**config.mk**
```make
export PLATFORM = sky130hd
export DESIGN_NAME = writeback_stage
export DESIGN_NICKNAME = d
export VERILOG_FILES = /design/src/rtl/rv32i_pkg.sv /design/src/rtl/regfile_2r1w.sv /design/src/rtl/writeback_stage.sv
export SDC_FILE = /design/constraint.sdc
export NUM_CORES = 2
export LEC_CHECK = 0
export CORE_MARGIN = 3
export CORE_UTILIZATION = 65
export CTS_CLUSTER_DIAMETER = 200
export DETAILED_ROUTE_END_ITERATION = 10
export GPL_ROUTABILITY_DRIVEN = 0
export PLACE_DENSITY_LB_ADDON = 0.15
export SYNTH_ARGS = -nofsm -noshare
export SYNTH_HDL_FRONTEND = slang
export SYNTH_SLANG_ARGS = --single-unit
```
**constraint.sdc**
```tcl
create_clock -name clk -period 7.2 [get_ports clk]
set_clock_uncertainty 0.2 [all_clocks]
set_input_delay 1.44 -clock clk [delete_from_list [all_inputs] [get_ports clk]]
set_output_delay 1.44 -clock clk [all_outputs]
set_load 0.005 [all_outputs]
```
**src/rtl/rv32i_pkg.sv**
```systemverilog
// Shared RV32I constants: datapath width, writeback source encodings, rd field position.
package rv32i_pkg;

    localparam int XLEN = 32;

    localparam logic [1:0] WB_SEL_ALU  = 2'b00;
    localparam logic [1:0] WB_SEL_LOAD = 2'b01;
    localparam logic [1:0] WB_SEL_PC4  = 2'b10;

    localparam int RD_MSB = 11;
    localparam int RD_LSB = 7;

    localparam logic [31:0] NOP = 32'h00000013;

endpackage

```
**src/rtl/regfile_2r1w.sv**
```systemverilog
// Architectural register array: one synchronous write port, two raw asynchronous reads.
module regfile_2r1w
    import rv32i_pkg::*;
#(
    parameter int XLEN  = 32,
    parameter int NREGS = 32,
    parameter int AW    = $clog2(NREGS)
) (
    input  logic            clk,
    input  logic            rst,
    input  logic            we,
    input  logic [AW-1:0]   waddr,
    input  logic [XLEN-1:0] wdata,
    input  logic [AW-1:0]   raddr1,
    input  logic [AW-1:0]   raddr2,
    output logic [XLEN-1:0] rdata1,
    output logic [XLEN-1:0] rdata2
);

    logic [XLEN-1:0] regs_q [NREGS];

    // Reset clears the whole array so reads of any register return 0 afterwards.
    always_ff @(posedge clk) begin
        if (rst) begin
            for (int i = 0; i < NREGS; i++) begin
                regs_q[i] <= '0;
            end
        end else if (we && (waddr != '0)) begin
            regs_q[waddr] <= wdata;
        end
    end

    assign rdata1 = regs_q[raddr1];
    assign rdata2 = regs_q[raddr2];

endmodule

```
**src/rtl/writeback_stage.sv**
```systemverilog
// MEM/WB consumer: selects the writeback value, commits it to the register file,
// serves decode reads with write-through bypass and keeps cycle/instret counters.
module writeback_stage
    import rv32i_pkg::*;
#(
    parameter int XLEN  = 32,
    parameter int NREGS = 32,
    parameter int CNT_W = 64
) (
    input  logic             clk,
    input  logic             rst,
    input  logic             valid_in,
    input  logic             reg_write_in,
    input  logic [1:0]       mem_reg_in,
    input  logic [XLEN-1:0]  alu_res_in,
    input  logic [XLEN-1:0]  wrap_load_in,
    input  logic [XLEN-1:0]  next_sel_address_in,
    input  logic [31:0]      instruction_in,
    input  logic [4:0]       rs1_addr,
    input  logic [4:0]       rs2_addr,
    output logic [XLEN-1:0]  rs1_data,
    output logic [XLEN-1:0]  rs2_data,
    output logic             wb_en_out,
    output logic [4:0]       wb_rd_out,
    output logic [XLEN-1:0]  wb_data_out,
    output logic [CNT_W-1:0] cycle_count,
    output logic [CNT_W-1:0] instret_count
);

    logic [XLEN-1:0]  rf_rdata1;
    logic [XLEN-1:0]  rf_rdata2;
    logic [CNT_W-1:0] cycle_q;
    logic [CNT_W-1:0] instret_q;

    // Only the rd field of the instruction word matters at writeback.
    logic unused_instr;
    assign unused_instr = &{1'b0, instruction_in[31:RD_MSB+1], instruction_in[RD_LSB-1:0]};

    function automatic logic [XLEN-1:0] read_port(
        input logic [4:0]      addr,
        input logic [XLEN-1:0] raw,
        input logic            byp_en,
        input logic [4:0]      byp_rd,
        input logic [XLEN-1:0] byp_data
    );
        if (addr == 5'd0)
            return '0;
        else if (byp_en && (addr == byp_rd))
            return byp_data;
        else
            return raw;
    endfunction

    always_comb begin
        wb_data_out = alu_res_in;
        unique case (mem_reg_in)
            WB_SEL_ALU:  wb_data_out = alu_res_in;
            WB_SEL_LOAD: wb_data_out = wrap_load_in;
            WB_SEL_PC4:  wb_data_out = next_sel_address_in;
            default:     wb_data_out = alu_res_in;
        endcase
    end

    assign wb_rd_out = instruction_in[RD_MSB:RD_LSB];
    assign wb_en_out = valid_in & reg_write_in & (wb_rd_out != 5'd0) & ~rst;

    regfile_2r1w #(
        .XLEN  (XLEN),
        .NREGS (NREGS),
        .AW    (5)
    ) u_regfile (
        .clk    (clk),
        .rst    (rst),
        .we     (wb_en_out),
        .waddr  (wb_rd_out),
        .wdata  (wb_data_out),
        .raddr1 (rs1_addr),
        .raddr2 (rs2_addr),
        .rdata1 (rf_rdata1),
        .rdata2 (rf_rdata2)
    );

    assign rs1_data = read_port(rs1_addr, rf_rdata1, wb_en_out, wb_rd_out, wb_data_out);
    assign rs2_data = read_port(rs2_addr, rf_rdata2, wb_en_out, wb_rd_out, wb_data_out);

    // Counters wrap freely; an instruction present during reset is not counted.
    always_ff @(posedge clk) begin
        if (rst) begin
            cycle_q   <= '0;
            instret_q <= '0;
        end else begin
            cycle_q <= cycle_q + 1'b1;
            if (valid_in)
                instret_q <= instret_q + 1'b1;
        end
    end

    assign cycle_count   = cycle_q;
    assign instret_count = instret_q;

endmodule

```
* Yosys cells after proc, flatten, opt, wreduce, memory -nomap -nowiden
Memory sizes are Yosys's and may differ from the RTL's.
Cells that the tools add are included.
** Word-level totals
- Logic and storage cells :: 33
- Memories kept :: 1
- Output and inout port bits :: 230
- Bits in writable memories :: 1024
- Bits of input ports :: 144
- Register bits after elaboration :: 128
** Cells by class
- Add/sub/neg operators :: 2
- Eq/ne operators :: 4
- Bitwise operators :: 4
- Multiplexer cells :: 13
- Reduce and logical (&&, ||, !) cells :: 7
** Memory list
- u_regfile.regs_q :: depth 32, width 32, read ports 2, clocked after memory_dff 0, wr ports 32, RTL line regfile_2r1w.sv:20 : logic [XLEN-1:0] regs_q [NREGS];
** Operator list (number)
- $mux 32 :: 5
- $add 64x1->64 const B :: 2
- $pmux 32 s2 :: 1
- $reduce_or 32->1 :: 1
- $eq 5x5->1 :: 2
- $logic_not 5->1 :: 2
- $mux 1 :: 6
- $mux 5 :: 1
- $reduce_bool 5->1 :: 1
- $and 1x1->1 :: 3
- $logic_and 1x1->1 :: 3
- $eq 2x1->1 const B :: 1
- $eq 2x2->1 const B :: 1
- $not 1->1 :: 1

* Logic depth before layout (Yosys ltp)
- Depth in word-level cells :: 9
- Depth in mapped cells :: 10
- Mapped depth without buffers :: 7

* Cells and area by module
A second synthesis with hierarchy kept.
** Second synthesis, totals
- Cell total of the unflattened synthesis :: 5645
- Area total of the unflattened synthesis :: 63642.3 µm²
** Modules (own cells, without submodules)
- regfile_2r1w :: sequential area each 30749.5 µm², cells each 4605, instances 1, area an instance 55896.1 µm²
- writeback_stage :: sequential area each 2562.5 µm², cells each 1040, instances 1, area an instance 7746.2 µm²

* Least setup slack after synthesis
No wires, ideal clock.
- Path kind :: input to output
- From :: input instruction_in[8]
- To :: output rs1_data[10]
- Stages :: 7
- Required time :: 5.560 ns
- Buffers on the path :: 2
- Arrival :: 3.209 ns
- Path slack :: 2.351 ns
- Cell sequence :: clkbuf_1 -> nor2_1 -> a21o_1 -> nor4_2 -> clkbuf_1 -> a211oi_1 -> a211oi_1
** Between the ends
- Cells in the longest elaborated chain, start to end :: 6
- Elaborated cells between the ends (all ways) :: 7
- Those cells by class :: 1 x eq/ne; 2 x mux; 2 x bitwise; 2 x reduce/logical
** Ends and longest elaborated chain
- start: declaration :: RTL line writeback_stage.sv:18 : input logic [31:0] instruction_in,
- $reduce_bool 5->1 :: RTL line writeback_stage.sv:65 : assign wb_en_out = valid_in & reg_write_in & (wb_rd_out != 5'd0) & ~rst;
- $and 1x1->1 (2 in a row) :: RTL line writeback_stage.sv:65
- $logic_and 1x1->1 * :: RTL line writeback_stage.sv:48 : else if (byp_en && (addr == byp_rd))
- $mux 32 * :: RTL line writeback_stage.sv:48
- $mux 32 * :: RTL line writeback_stage.sv:46 : if (addr == 5'd0)
- end: declaration :: RTL line writeback_stage.sv:21 : output logic [XLEN-1:0] rs1_data,
Mark *: on every way between the ends. The rest lies on a longest branch, timed or not.

* Worst setup path in the final report
- From :: input valid_in
- To :: output rs1_data[18]
** Between the ends
- Cells in the longest elaborated chain, start to end :: 6
** Ends and longest elaborated chain
- start: declaration :: RTL line writeback_stage.sv:12 : input logic valid_in,
- $and 1x1->1 (3 in a row) :: RTL line writeback_stage.sv:65
- $logic_and 1x1->1 :: RTL line writeback_stage.sv:48
- $mux 32 :: RTL line writeback_stage.sv:48
- $mux 32 :: RTL line writeback_stage.sv:46
Every way passes these cells.

==> summary.md <==
| Metric | Value |
|---|---|
| Internal Pwr Total | `0.0118 W` |
| Root Buffer | `clkbuf_16` |
| Total GRT Usage | `0.438` |
| YS warnings | `0` |
| Final WL | `209 mm` |
| Count of flip-flops with a built-in enable after synthesis | `1024` |
| Final Util | `0.761` |
| Final setup fails | `0` |
| Largest net degree at the start of global routing | `73` |
| Die H | `308 um` |
| Status | `finished clean` |
| Total chip power | `0.0159 W` |
| Switch share | `0.259` |
| First-pass GRT wire length | `299 mm` |
| Primary FF master, synth | `edfxtp_1` |
| Post-DP Area | `65000 sq um` |
| Core area | `90300 sq um` |
| Most frequent cells in the layout | `1206 x nor2_1, 1024 x edfxtp_1, 386 x mux4_2` |
| Largest area contributor in the netlist | `edfxtp_1` |
| Crit path DAT | `5.21 ns` |
| HPWL after DPL | `127 mm` |
| Crit path max-delay cell type | `a211oi_1` |
| Crit path capture type | `output pin` |
| Post-CTS setup buffer count | `0` |
| Area delta synth->final | `15.8%` |
| Worst skew pair latency | `0.70 ns` |
| Iter 0 DRT Violations | `7777` |
| I/O pin count | `374` |
| Max Cap Viol | `0` |
| Max Buffers Root-to-Sink | `3` |
| Sequential area share after synthesis | `0.562` |
| Fin Setup TNS | `0 ns` |
| Layout cell share with drive strength beyond 1 | `0.182` |
| Hold Startpoint | `cycle_count[0]` |
| Pwr dens | `232 nW/um^2` |
| CTS tree | `built` |
| Yosys top cell area share | `0.519` |
| Reg clk slew, reported paths | `0.06 ns` |
| Combinational Power Share | `0.142` |
| Total CTS buffers | `118` |
| Cts repair resizes | `0` |
| Port buffer count | `346` |
| Most common cell after layout, fill and taps aside | `nor2_1` |
| Vias in the first global route | `45800` |
| Part of the power in registers | `0.487` |
| Distinct cell type count of the synthesized netlist | `64` |
| Startpoint class of the critical path | `input port` |
| Hold Path Class | `flop to flop` |
| Cell Rows | `110` |
| R2R Setup Slk | `4.25 ns` |
| Crit path from | `valid_in` |
| Relative slew slack | `0.0761` |
| Area of the multi-input gates | `24400 sq um` |
| Reg area | `33300 sq um` |
| Wl on met1 | `64.4 mm` |
| Via count | `46800` |
| R2r startpoint | `cycle_count[3]` |
| DRC viols | `0` |
| Period utilization | `0.952` |
| Maximum VDD drop | `0.199 mV` |
| Die Span X | `308 um` |
| Worst slew pin tran | `1.39 ns` |
| Post-synthesis sequential element count | `1152` |
| Worst path bufs/invs | `3` |
| Placed cell count | `6045` |
| Mapped cell area | `59300 sq um` |
| Switching power | `0.00413 W` |
| Worst path max stage delay | `0.67 ns` |
| Final Hold Vio Count | `0` |
| Minimum clock period after layout | `6.85 ns` |
| CTS sink count | `1152` |
| Crit path kind | `input port to output pin` |
| Design Area, Final | `68700 sq um` |
| Initial antenna violation count | `8` |
| ANT nets after route | `0` |
| Fillers | `5533` |
| WL/cell | `33.4 um` |
| Met3 wire len | `38.2 mm` |
| Die area | `94900 sq um` |
| Clock share of power | `0.370` |
| Top post-synthesis cells by area | `edfxtp_1 52%, mux4_2 15%, nor2_1 7.6%` |
| Non-filler instance count after layout | `6261` |
| Post-CTS Hold Fix Bufs | `0` |
| Nets | `5137` |
| Synth Area per Inst | `12.6 sq um` |
| Cell family with most CP delay | `buffers and inverters` |
| Unrepaired setup endpoints after global routing | `no` |
| Initial Utilization | `0.657` |
| Worst Path Required | `5.56 ns` |
| Leakage power | `23.5 nW` |
| Met2 wire len | `90.2 mm` |
| Highest clock rate | `146 MHz` |
| Max layer used | `met5` |
| Synth Instances | `4717` |
| Vias/cell | `7.47` |
| FFs w/ async S/R, synth | `0` |
| H-tree depth | `3` |
| First-pass DRT Iterations | `8` |
| Crit-path cells | `clkdlybuf4s50_1 -> nand3b_1 -> a21o_1 -> nor4_4 -> buf_12 -> a211oi_1 -> a211oi_1 -> clkdlybuf4s50_1` |
| Final number of max-transition violations | `0` |
| Remaining Overflow, GRT | `0` |
| Critical-path maximum fanout | `64` |
[path summary, 6_finish.rpt]
| check | cells past startpoint | endpoint |
|---|---|---|
| min reg2reg | 1 | cycle_count[0] |
| min | 1 | cycle_count[0] |
| max reg2reg | 5 | cycle_count[63] |
| max | 8 | rs1_data[18] |
[state kept, by name, summed over array words and instances (netlist names)]
| register | count |
|---|---|
| cycle_count | 64 |
| u_regfile.regs_q | 1024 |
| instret_count | 64 |
[metal layers]
metal | up-vias | track usage
met5 | - | 0.00708
met4 | 14 | 0.265
met3 | 1214 | 0.191
met2 | 4784 | 0.647
met1 | 22300 | 0.535
li1 | 18400 | -
[worst register-to-register path, cell delays in order (launching register included)]
cell and delay (ns):
dfxtp_1 0.41, nand4_1 0.38, nor4_1 0.63, nand4_4 0.45, or4_1 0.66, a21oi_1 0.15
[synth_stat cells (13+ instances only)]
cell / instances
nor2_1: 1206
edfxtp_1: 1024
mux4_2: 386
clkbuf_1: 345
mux2i_1: 257
a211oi_1: 130
dfxtp_1: 128
nand2_1: 119
a21oi_1: 104
nor3_1: 100
buf_2: 82
o22ai_1: 79
a221o_1: 69
nand3_1: 53
inv_1: 48
xor2_1: 39
or3_1: 38
a2111oi_0: 37
nand2b_1: 36
nor2b_1: 36
or4_1: 36
o31ai_1: 33
a22oi_1: 32
nand4_1: 30
xnor2_1: 27
buf_4: 26
and3_1: 20
o21ai_0: 20
mux2_2: 17
o21ai_1: 17
a221oi_1: 16
buf_1: 15
nor4_1: 13
[logic make-up after synthesis]
group	count (synthesis)	synth area share
AO/OA/AOI/OAI	570	0.0690
AND/OR/NAND/NOR	1733	0.127
other	1	0.0000632
XOR/XNOR	66	0.00975
adder cells (fa/ha/maj)	4	0.000844
multiplexers	672	0.195
buffers and inverters	519	0.0365
flip-flops	1152	0.562
[through the flow]
step / hold slack (ns) / setup slack (ns)
floorplan: 0.251 / 2.35
global placement: 0.259 / 0.671
detailed placement: 0.270 / 0.646
global route: 0.315 / 0.205
CTS: 0.284 / 0.638
finish: 0.284 / 0.348
[layout make-up]
type                       count  share of cell area
multi-input combinational   3077               0.356
tap                         1176              0.0214
clock inverter                61             0.00660
antenna                        6            0.000219
inverter                      49             0.00268
timing repair buffer         591              0.0819
sequential                  1152               0.485
clock buffer                 149              0.0464
[power by group through the flow]
stage / combinational, W / sequential, W / clock [W]
after global placement: 0.00213 / 0.00785 / 0
after global routing: 0.00231 / 0.00779 / 0.00616
after detailed placement: 0.00215 / 0.00789 / 0
final: 0.00227 / 0.00777 / 0.00590
after CTS: 0.00217 / 0.00775 / 0.00588
after floorplan: 0.00122 / 0.00782 / 0
No activity file was read; power rests on OpenSTA's default activity.
